$ cat src/rtl/led_seq_multi.sv
// Multi-channel LED sequencer: a shared prescaler strobes NCH counters, each
// running up, down, Gray or hold, with a host write port for mode/state.
module led_seq_multi #(
    parameter int DIVIDE = 10000,
    parameter int NCH    = 2,
    parameter int WIDTH  = 2,
    parameter int CHW    = 1
) (
    input  logic                 clk,
    input  logic                 rst_n,
    input  logic                 run,
    input  logic                 wr_en,
    input  logic [CHW-1:0]       wr_ch,
    input  logic [1:0]           wr_mode,
    input  logic                 wr_load,
    input  logic [WIDTH-1:0]     wr_state,
    output logic [NCH*WIDTH-1:0] leds,
    output logic                 tick,
    output logic [NCH-1:0]       wrap
);

    typedef enum logic [1:0] {
        MODE_UP   = 2'd0,
        MODE_DOWN = 2'd1,
        MODE_GRAY = 2'd2,
        MODE_HOLD = 2'd3
    } mode_t;

    localparam logic [31:0]      LAST = 32'(DIVIDE - 1);
    localparam logic [WIDTH-1:0] ONES = {WIDTH{1'b1}};

    logic [31:0]      pcount;
    logic [WIDTH-1:0] cnt      [NCH];
    logic [WIDTH-1:0] cnt_nxt  [NCH];
    mode_t            mode     [NCH];
    mode_t            mode_nxt [NCH];
    logic [NCH-1:0]   wrap_nxt;

    assign tick = run && (pcount == LAST);

    // Prescaler freezes (rather than clears) while run is low.
    always_ff @(posedge clk) begin
        if (!rst_n) begin
            pcount <= '0;
        end else if (run) begin
            pcount <= (pcount == LAST) ? '0 : pcount + 32'd1;
        end
    end

    // A write to a channel takes priority over that channel's tick advance.
    always_comb begin
        wrap_nxt = '0;
        for (int k = 0; k < NCH; k++) begin
            cnt_nxt[k]  = cnt[k];
            mode_nxt[k] = mode[k];
            if (wr_en && (wr_ch == CHW'(k))) begin
                mode_nxt[k] = mode_t'(wr_mode);
                if (wr_load) begin
                    cnt_nxt[k] = wr_state;
                end
            end else if (tick) begin
                case (mode[k])
                    MODE_UP, MODE_GRAY: begin
                        cnt_nxt[k]  = cnt[k] + WIDTH'(1);
                        wrap_nxt[k] = (cnt[k] == ONES);
                    end
                    MODE_DOWN: begin
                        cnt_nxt[k]  = cnt[k] - WIDTH'(1);
                        wrap_nxt[k] = (cnt[k] == '0);
                    end
                    default: begin
                        cnt_nxt[k] = cnt[k];
                    end
                endcase
            end
        end
    end

    always_ff @(posedge clk) begin
        if (!rst_n) begin
            for (int k = 0; k < NCH; k++) begin
                cnt[k]  <= '0;
                mode[k] <= MODE_UP;
            end
            wrap <= '0;
        end else begin
            for (int k = 0; k < NCH; k++) begin
                cnt[k]  <= cnt_nxt[k];
                mode[k] <= mode_nxt[k];
            end
            wrap <= wrap_nxt;
        end
    end

    // Gray mode keeps a binary counter and encodes it only for display.
    always_comb begin
        leds = '0;
        for (int k = 0; k < NCH; k++) begin
            if (mode[k] == MODE_GRAY) begin
                leds[k*WIDTH +: WIDTH] = cnt[k] ^ (cnt[k] >> 1);
            end else begin
                leds[k*WIDTH +: WIDTH] = cnt[k];
            end
        end
    end

endmodule

$ cat config.mk
export PLATFORM = sky130hd
export DESIGN_NAME = led_seq_multi
export DESIGN_NICKNAME = d
export VERILOG_FILES = /design/src/rtl/led_seq_multi.sv
export SDC_FILE = /design/constraint.sdc
export NUM_CORES = 1
export LEC_CHECK = 0
export CORE_MARGIN = 4
export CORE_UTILIZATION = 29
export DETAILED_ROUTE_END_ITERATION = 7
export GPL_ROUTABILITY_DRIVEN = 1
export PLACE_DENSITY = 0.44
export SYNTH_ARGS = -nofsm -noshare
export SYNTH_HDL_FRONTEND = slang
export SYNTH_SLANG_ARGS = --single-unit
$ cat constraint.sdc
create_clock -name clk -period 7.4 [get_ports clk]
set_input_delay 2.22 -clock clk [delete_from_list [all_inputs] [get_ports clk]]
set_output_delay 2.22 -clock clk [all_outputs]
set_load 0.05 [all_outputs]
# Yosys cells after proc, flatten, opt, wreduce, memory -nomap -nowiden
# Memory sizes are Yosys's and may differ from the RTL's.
# Index checks and enable logic that the tools add are counted.
# classes
n_addsub	5
n_mul	0
n_div	0
n_lt_le_gt_ge	0
n_eq_ne	7
shifts	0
muxes	21
n_bitwise	9
n_reduce_logical	11
# op_table
cell	n
adder 32 x 1 -> 32 bit, second input constant	1
== test 32 x 14 -> 1 bit, second input constant	1
two-way mux 32 bit	1
two-way mux 2 bit	14
== test 2 bit, second input constant	4
zero test 2 bit	4
case mux 2 bit (2 select lines)	2
OR reduction 3 bit	2
adder 2 x 1 -> 2 bit, second input constant	2
== test 2 x 1 -> 1 bit, second input constant	2
OR 1 bit	4
case mux 1 bit (2 select lines)	2
OR reduction 2 bit	2
subtractor 2 x 1 -> 2 bit, second input constant	2
bitwise XOR 2 x 1 -> 2 bit	2
logical AND 1 bit	3
NOT 1 bit	3
two-way mux 1 bit	2
# word_totals
regBits	34
latchBits	0
mem_bits_rw	8
rom_bits	0
inputBits	10
out_inout_bits	7
wordCells	58
n_memories	2
# memory_table
name	words	width	rd	rd_ports_with_merged_regs	write_ports	line	rtl
cnt	2	2	2	0	2	33	logic [WIDTH-1:0] cnt [NCH];
mode	2	2	2	0	2	35	mode_t mode [NCH];

# Depth between registers and ports, before layout
# Gate-level depths: netlist of the first run.
# logic_depth
depth_word	6
mapped_depth	8
ltp_nobuf	7

# Worst setup path after synthesis of the first run
# Ideal clock, no wire load.
# synth_timing
kind	input-to-output
startpoint	input port run
endpoint	output port tick
arrival_time_ns	3.578
path_slack_ns	1.602
stages	5
n_path_buf	1
cell_sequence	clkbuf_1 > nand4_1 > or2_4 > or3_4 > inv_1
# synth_between
elab_chain_cells	1
# synth_rtl
item	line	rtl
start, declared	11	input logic run,
logical AND 1 bit	39	assign tick = run && (pcount == LAST);
end, declared	18	output logic tick,
# Every way passes these cells.

# Worst setup path in the final report of the first run
# Same ends and word-level chain as after synthesis.

==> reports/summary.md, run 1 <==
The flow ran to the end, and the final reports show no timing, DRC or antenna violations. The internal portion of the total power is 0.346 mW. Clock-pin slew was measured on the worst setup and hold paths at 80 ps.

Yosys printed 0 warnings. The share of synthesized registers carrying an async set or reset came out at 0. In the routed layout, each cell is associated on average with a via count of 4.78. Synthesis handed over a netlist of 264 instances. The maximum fanout encountered on the critical timing path came out at 7.

The count of antenna diodes in the layout came out at 0. The number of flops mapped to enable cells by yosys works out to 0. The run gives 0.326 as the tightest slew margin relative to the limit.

The highest attainable clock frequency was 147 MHz. For the post-cts sizing count, the log shows 0. The number of setup buffers added after CTS came out at 0. After routing, the total negative slack on setup checks comes to 0 ps.

The number of DRC markers after the initial detailed-route iteration was 106; the later-pin clock latency in the skew report was 300 ps. Dividing total power by cell area gives a power density of 176 nW/µm². The worst path needs 6810 ps of the cycle, external delays included. Once detail routing completed, the nets flagged for antenna violations numbered 0. The tools report the final count of negative-setup-slack endpoints as 0. The floorplan has 31 rows. The number of antenna violations at the first check in global routing came out at 0.

Residual overflow from global routing: 0. From bottom edge to top edge, the die measures 95.3 µm. The first detailed-routing pass took 4 iterations.

Final non-filler cell total: 379. The endpoint type of the worst setup path was a primary output. The first global-routing pass estimated 8.51 mm of wire.

The number of clock buffers inserted by TritonCTS was 5. The analysis attributes to net switching a power of 0.103 mW. After detailed routing, the average wire length per cell comes to 13.2 µm.

The final count of hold timing violations is 0. After legalization and detailed placement, the total HPWL measured 3.63 mm. The logs give 0.120 for the overall global routing resource usage and 0.381 for the sequential share of the synthesized area. Signed area change from the synthesized netlist to the final layout: 15.4%.

For the worst setup path, the data required time is 5180 ps. Starting utilization of the core area: 0.301. Layout filler cell count: 775. Setup slack on the critical path of the routed design comes to 593 ps.

The tools report the master cell of the clock root buffer as sky130_fd_sc_hd__clkbuf_8. At the placement stage, the worst setup path has a slack of 579 ps. TritonCTS built the clock tree. The worst vdd rail ir drop is 69.5 µV, and the arrival time reported for the critical path endpoint is 4590 ps. The post-route clock skew was 11.5 ps. The min-delay analysis places its worst path in the category flop to flop. Setup repair after global routing left no endpoint under its margin.

The run gives 0 as the number of remaining DRC errors. Leaving out fill and tap cells, the most frequent cells in the layout are sky130_fd_sc_hd__dfxtp_1, sky130_fd_sc_hd__nor2_1, sky130_fd_sc_hd__nand2_1. The most frequently used flop master after synthesis was sky130_fd_sc_hd__dfxtp_1. A synthesized cell averages 8.37 µm².

The clock share of power was 0.401. The post-placement cell count was 371; the post-detailed-routing wire length was 5.01 mm. For this design, the CTS-stage hold fixing added 0 buffers. The element type at the critical path start was an input port. The tools report the final core area utilization as 0.348.

The critical path is of the input port to primary output type. The most common library cell in the layout ignoring fill and taps is sky130_fd_sc_hd__dfxtp_1. In the final design database the tool counted 294 nets. In this run the number of H-tree levels came out at 2.

The floorplan step defined a die boundary enclosing 9080 µm². Entering global routing, the biggest net connects 30 pins. Routability-driven placement finished with a final weighted congestion of 0.803. For the area of the core, the log shows 7330 µm².

Max-slew violation count: 0. The part of the power in registers is 0.520, and the layout cell share with drive strength beyond 1 is 0.0607. The post-route fraction of the period consumed by the critical path was 0.920.

For the number of primary I/O pins, the log shows 17. The port buffer count is 16, and the combinational group share of total power is 0.079. In this run, synthesis produced a sequential element count of 42.

At the pin with the least slew margin, the transition time is 1010 ps. The number of sinks driven by the clock tree was 42. The total standard cell area after synthesis was 2210 µm²; the net switching share of the total power was 0.230. Via count of the first global-routing pass: 1769.

The floorplan die width was 95.3 µm; the number of vias in the routed layout was 1812. In this run the static leakage power is 0.882 nW. The longest clock path from root to sink contains 2 buffers. Max-cap violations in this run came to 0. For the number of distinct library cells after synthesis, the log shows 41. The number of nets handed over by synthesis was 279.
==> layer usage <==
layer	wire length, µm	vias to the layer above	GRT usage	share of wire
li1	-	947	-	-
met1	2430	846	0.154	0.49
met2	2390	15	0.201	0.48
met3	139	4	0.0197	0.028
met4	49	0	0.0469	0.0098
met5	0	-	0	0
==> sequential cells by signal, indices dropped and copies added, names as in the netlist <==
| register | count |
|---|---|
| wrap | 2 |
| pcount | 32 |
| cnt | 4 |
| mode | 4 |
==> power by group through the flow <==
| stage | Combinational [mW] | Sequential, mW | Clock, mW |
|---|---|---|---|
| finish | 0.0354 | 0.234 | 0.180 |
| global route | 0.0397 | 0.234 | 0.197 |
| CTS | 0.0361 | 0.234 | 0.190 |
| detailed placement | 0.0359 | 0.239 | 0 |
| global placement | 0.0359 | 0.239 | 0 |
| floorplan | 0.0251 | 0.238 | 0 |
==> cells by family after synthesis <==
logic type	Yosys count	synth area share
adder cells (fa/ha/maj)	5	0.0283
AND/OR/NAND/NOR	134	0.311
flip-flops	42	0.381
XOR/XNOR	32	0.127
multiplexers	3	0.0159
AO/OA/AOI/OAI	29	0.0957
buffers and inverters	19	0.0413
==> path summary, 6_finish.rpt <==
check	from	to	slack [ps]	cells after the start
worst max-delay path	run	tick	590	6
worst min-delay path	pcount[31]$_SDFFE_PN0P_	pcount[31]$_SDFFE_PN0P_	530	2
worst max register to register	pcount[19]$_SDFFE_PN0P_	pcount[17]$_SDFFE_PN0P_	4840	5
worst min register to register	pcount[31]$_SDFFE_PN0P_	pcount[31]$_SDFFE_PN0P_	530	2
==> final cells by class <==
cell class	instances	area, µm²	area share
clock buffers	7	76.3	0.0299
clock inverters	1	30.0	0.0118
inverters	11	41.3	0.0162
multi-input cells	203	1280	0.501
flip-flops and latches	42	841	0.330
well taps	99	124	0.0486
repair buffers	16	160	0.0628
==> Yosys cell counts (all sizes together) (3+ instances only) <==
cell	instances	area share
ha	5	0.028
xor2	21	0.083
nor3	3	0.0068
nand2	27	0.046
and3	5	0.014
nor2	38	0.065
o21ai	5	0.011
and2	4	0.011
nor2b	3	0.0085
clkbuf	3	0.0051
nor4	8	0.025
nand3	14	0.032
nand2b	4	0.011
a21boi	7	0.025
buf	5	0.018
nand4	18	0.051
a21oi	7	0.016
dfxtp	42	0.38
inv	11	0.019
xnor2	11	0.044
==> per-stage QoR <==
stage                     instance area (µm²)  hold WS, ps  total power [mW]
after detailed placement                 2440          511             0.275
after CTS                                2550          531             0.459
final                                    2550          527             0.449
after floorplan                          2210          480             0.263
after global placement                   2440          492             0.275
after global routing                     2550          578             0.472
==> critical path, stage by stage <==
cell	delay, ps
sky130_fd_sc_hd__clkdlybuf4s50_1	620
sky130_fd_sc_hd__nand4_1	190
sky130_fd_sc_hd__or2_4	310
sky130_fd_sc_hd__or3_4	370
sky130_fd_sc_hd__inv_1	90
sky130_fd_sc_hd__clkdlybuf4s50_1	800
No activity file was read; power rests on OpenSTA's default activity.
==> inputs of run 2 (changes only) <==
--- a/config.mk
+++ b/config.mk
@@ -5,6 +5,7 @@
 export SDC_FILE = /design/constraint.sdc
 export NUM_CORES = 1
 export LEC_CHECK = 0
+export ABC_AREA = 1
 export CORE_MARGIN = 4
 export CORE_UTILIZATION = 29
 export DETAILED_ROUTE_END_ITERATION = 7
==> run 2 against run 1 <==
Against the previous run: cell area up 9.6%; critical path depth grew 4; flip-flop and latch count unchanged; via count grew 21%; combinational power increased by 13%; hold slack worse by 37 ps; synthesized cell count increased by 39%; die area grew 11%; final cell count up 28%; total power down 6.9%; non-clock buffer count did not move.
==> reports/summary.md, run 2 <==
The run finished with clean final reports. The port buffer count was 16 (unchanged). The register with the most flip-flops was pcount.

The number of flops mapped to enable cells by yosys is 0 (unchanged). For the number of DRC markers after the initial detailed-route iteration, the log shows 67 (-37%). Number of primary I/O pins: 17 (unchanged). In this run the worst setup path terminates at tick.

For the iteration count of the initial detailed-routing pass, the log shows 4 (unchanged). The tools report the final weighted congestion in routability-driven placement as 0.781 (-2.8%). Sequential share of the synthesized area: 0.339 (-0.0420). The logs give 8260 µm² (+13%) for the area of the core and 2190 (+21%) for the number of vias in the routed layout. The post-CTS clock slew at the launch and capture registers of the worst setup and hold paths was 80 ps (about the same).

The layout cell share with drive strength beyond 1 is 0.0890 (+0.0283). TritonCTS built the clock tree. The part of the power in registers is 0.557 (+0.037).

Most frequently used flop master after synthesis: sky130_fd_sc_hd__dfxtp_1. The combinational group share of total power is 0.096 (+0.017), and the net switching share of the total power is 0.259 (+0.0294). The number of sinks driven by the clock tree was 42 (unchanged); the maximum fanout encountered on the critical timing path was 10 (+3).

Number of warnings issued by yosys: 0 (unchanged). The post-synthesis average cell area was 6.79 µm² (-19%). The signed area change from the synthesized netlist to the final layout works out to 12.5%.

The biggest area contributor in the post-synthesis netlist is sky130_fd_sc_hd__dfxtp_1. The logs give 49.6 µV (-29%) for the worst vdd rail ir drop and 14 (-53%) for the largest net degree at the start of global routing. The source of the critical timing path is run. The number of remaining DRC errors was 0 (unchanged). The number of cells on the worst reg-to-reg path is 9 (+4), and the total nets after synthesis is 381 (+37%). The clock share of power is 0.347 (-0.054), and the number of setup buffers added after CTS is 0 (unchanged). The static leakage is 1.02 nW (+16%).

Worst min-delay path category: flop to flop. The highest attainable clock frequency was 149 MHz (+1.6%); the post-route fraction of the period consumed by the critical path was 0.905 (-0.0148). The actual slew at the worst max-slew pin was 518 ps (-490 ps). The sum of negative setup slack was 0 ps (unchanged); the post-synthesis sequential element count was 42 (unchanged). The tools report the internal reg-to-reg setup slack as 5400 ps (+560 ps).

The floorplan die width is 101 µm (+5.5%). The run gives 33 (+6.5%) as the placement row count. Post-placement cell count: 480 (+29%). sky130_fd_sc_hd__nand2_1 is the most common cell in the netlist. The internal cell power came out at 0.310 mW (-10%).

The number of distinct library cells after synthesis was 35 (-15%); the number of levels in the clock H-tree was 2 (unchanged). The tools report the post-detailed-routing wire length as 5.85 mm (+17%). The tools report the worst reg2reg path endpoint as pcount[15]$_SDFFE_PN0P_.

The run gives 366 (+39%) as the cell count after synthesis. Source of the worst register-to-register timing path: pcount[0]$_SDFFE_PN0P_. The run gives 290 ps (about the same) as the later-pin clock latency in the skew report. The starting utilization of the core area was 0.301 (-0.000659).

The final antenna-violating net count is 0 (unchanged). For the count of antenna diodes in the layout, the log shows 0 (unchanged). The number of vias per cell after detailed routing was 4.50 (-5.9%). In the final layout, the registers with the most flip-flops are pcount (32), cnt (4), mode (4). The logs give 10100 µm² (+11%) for the die outline area and 0 (unchanged) for the post-cts sizing count. Number of buffers inserted for hold repair after clock tree synthesis: 0 (unchanged). Post-placement worst setup slack: 669 ps (+90.1 ps).

The final period demand of the worst path is 6700 ps (-109 ps), and the tightest slew margin relative to the limit is 0.655 (+0.328). The logs give 702 ps (+109 ps) for the slack of the critical path and 2 (unchanged) for the number of buffers on the longest clock path. The number of flip-flops in the largest register is 32 (unchanged), and the residual overflow from global routing is 0 (unchanged). The final count of hold timing violations came out at 0 (unchanged). The most common library cell in the layout ignoring fill and taps is sky130_fd_sc_hd__nand2_1. The arrival time reported for the critical path endpoint is 4480 ps (-110 ps), and the max-slew violation count is 0 (unchanged).

The first-pass GRT wire length came out at 10.0 mm (+18%). The number of antenna violations at the first check in global routing was 0 (unchanged). The worst setup path is launched from an input port. The half-perimeter wire length of the detailed placement result is 4.55 mm (+26%).

The proportion of netlist area held by the largest area contributor is 0.339 (-0.0420). Clock tree synthesis selected as its root buffer the cell sky130_fd_sc_hd__clkbuf_8. The max-cap violation count came out at 0 (unchanged). The share of synthesized registers carrying an async set or reset came out at 0 (unchanged). The average routed wire per standard cell is 12.0 µm (-9.0%).

The worst setup path is of the input port to primary output kind. Setup repair after global routing left no endpoint under its margin. The final non-filler cell total was 487 (+28%); the number of clock buffers inserted by TritonCTS was 5 (unchanged). The ratio of total power to cell area was 150 nW/µm² (-15%); the via count of the first global-routing pass was 2116 (+20%).

The run gives 0.108 mW (+5.0%) as the net switching component of the power. Leaving out fill and tap cells, the most frequent cells in the layout are sky130_fd_sc_hd__nand2_1, sky130_fd_sc_hd__nor2_1, sky130_fd_sc_hd__inv_1. Ranked by total cell area, the synthesized netlist is headed by sky130_fd_sc_hd__dfxtp_1, sky130_fd_sc_hd__nand2_1, sky130_fd_sc_hd__nor2_1. The die boundary height is 101 µm (+5.5%). The number of nets in the layout was 397 (+35%); the total standard cell area after synthesis was 2480 µm² (+12%). In the synthesized netlist, the cells that appear most often are sky130_fd_sc_hd__nand2_1, sky130_fd_sc_hd__nor2_1, sky130_fd_sc_hd__inv_1. Endpoint type of the worst setup path: a primary output. The logs give 2.95 ps (-8.56 ps) for the post-route clock skew and 0.125 (+0.00470) for the overall global routing resource usage.

The logs give 0 (unchanged) for the final count of negative-setup-slack endpoints and 5180 ps (about the same) for the data required time of the critical path.
==> run 2: cell count changes after synthesis, sizes merged, moves of 8 or more <==
cell	before	now
nor2	38	74
nand2	27	79
xor2	21	10
a21oi	7	21
nor3	3	20
nand3	14	25
nand4	18	7
xnor2	11	2
o21ai	5	13
inv	11	48
==> run 2: power groups by stage <==
stage / clock, mW / combinational (mW) / sequential [mW]
floorplan: 0 / 0.0291 / 0.237
global placement: 0 / 0.0407 / 0.238
detailed placement: 0 / 0.0407 / 0.238
CTS: 0.149 / 0.0409 / 0.233
global route: 0.161 / 0.0449 / 0.234
finish: 0.145 / 0.0401 / 0.233
==> run 2: layer usage <==
metal | vias to the layer above | GRT usage | part of all wire
met2 | 17 | 0.203 | 0.46
met3 | 4 | 0.0228 | 0.018
met5 | - | 0 | 0
li1 | 1199 | - | -
met4 | 0 | 0.0321 | 0.0084
met1 | 970 | 0.171 | 0.51
==> run 2: worst min-delay path by stage <==
stage	startpoint	to	slack, ps	cells after the start
floorplan	mode[0][0]$_SDFFE_PN0P_	mode[0][0]$_SDFFE_PN0P_	450	2
finish	mode[0][0]$_SDFFE_PN0P_	mode[0][0]$_SDFFE_PN0P_	490	2
CTS	mode[0][0]$_SDFFE_PN0P_	mode[0][0]$_SDFFE_PN0P_	490	2
global placement	mode[0][0]$_SDFFE_PN0P_	mode[0][0]$_SDFFE_PN0P_	480	2
global route	pcount[1]$_SDFFE_PN0P_	pcount[1]$_SDFFE_PN0P_	540	2
detailed placement	mode[0][2]$_SDFFE_PN0P_	mode[0][2]$_SDFFE_PN0P_	480	2
==> run 2: cell families after synthesis <==
| logic type | count (synthesis) | synth area share |
|---|---|---|
| AO/OA/AOI/OAI | 41 | 0.0917 |
| XOR/XNOR | 12 | 0.0423 |
| adder cells (fa/ha/maj) | 5 | 0.0252 |
| buffers and inverters | 55 | 0.0977 |
| flip-flops | 42 | 0.339 |
| AND/OR/NAND/NOR | 211 | 0.405 |
==> run 2: through the flow <==
stage / total power [mW] / utilization / hold slack [ps] / cell area, µm²
after floorplan: 0.266 / - / 455 / 2480
after CTS: 0.423 / 0.338 / 494 / 2790
after detailed placement: 0.279 / 0.329 / 478 / 2720
after global placement: 0.279 / 0.329 / 481 / 2720
final: 0.418 / 0.338 / 490 / 2790
after global routing: 0.439 / 0.338 / 536 / 2790
==> run 2: cell type report <==
type | count | area (µm²)
Clock buffer | 7 | 76.3
Fill cell | 926 | 5460
Inverter | 48 | 185
Timing Repair Buffer | 16 | 160
Tap cell | 105 | 131
Multi-Input combinational cell | 269 | 1400
Sequential cell | 42 | 841
==> run 2: critical path, stage by stage <==
cell                              delay [ps]
sky130_fd_sc_hd__clkdlybuf4s50_1         750
sky130_fd_sc_hd__inv_6                   120
sky130_fd_sc_hd__nor2_2                  100
sky130_fd_sc_hd__nand2_1                  50
sky130_fd_sc_hd__nor2_1                   90
sky130_fd_sc_hd__nand2_1                  80
sky130_fd_sc_hd__nor2_2                  150
sky130_fd_sc_hd__nand2_2                  80
sky130_fd_sc_hd__inv_1                    60
sky130_fd_sc_hd__clkdlybuf4s50_1         790
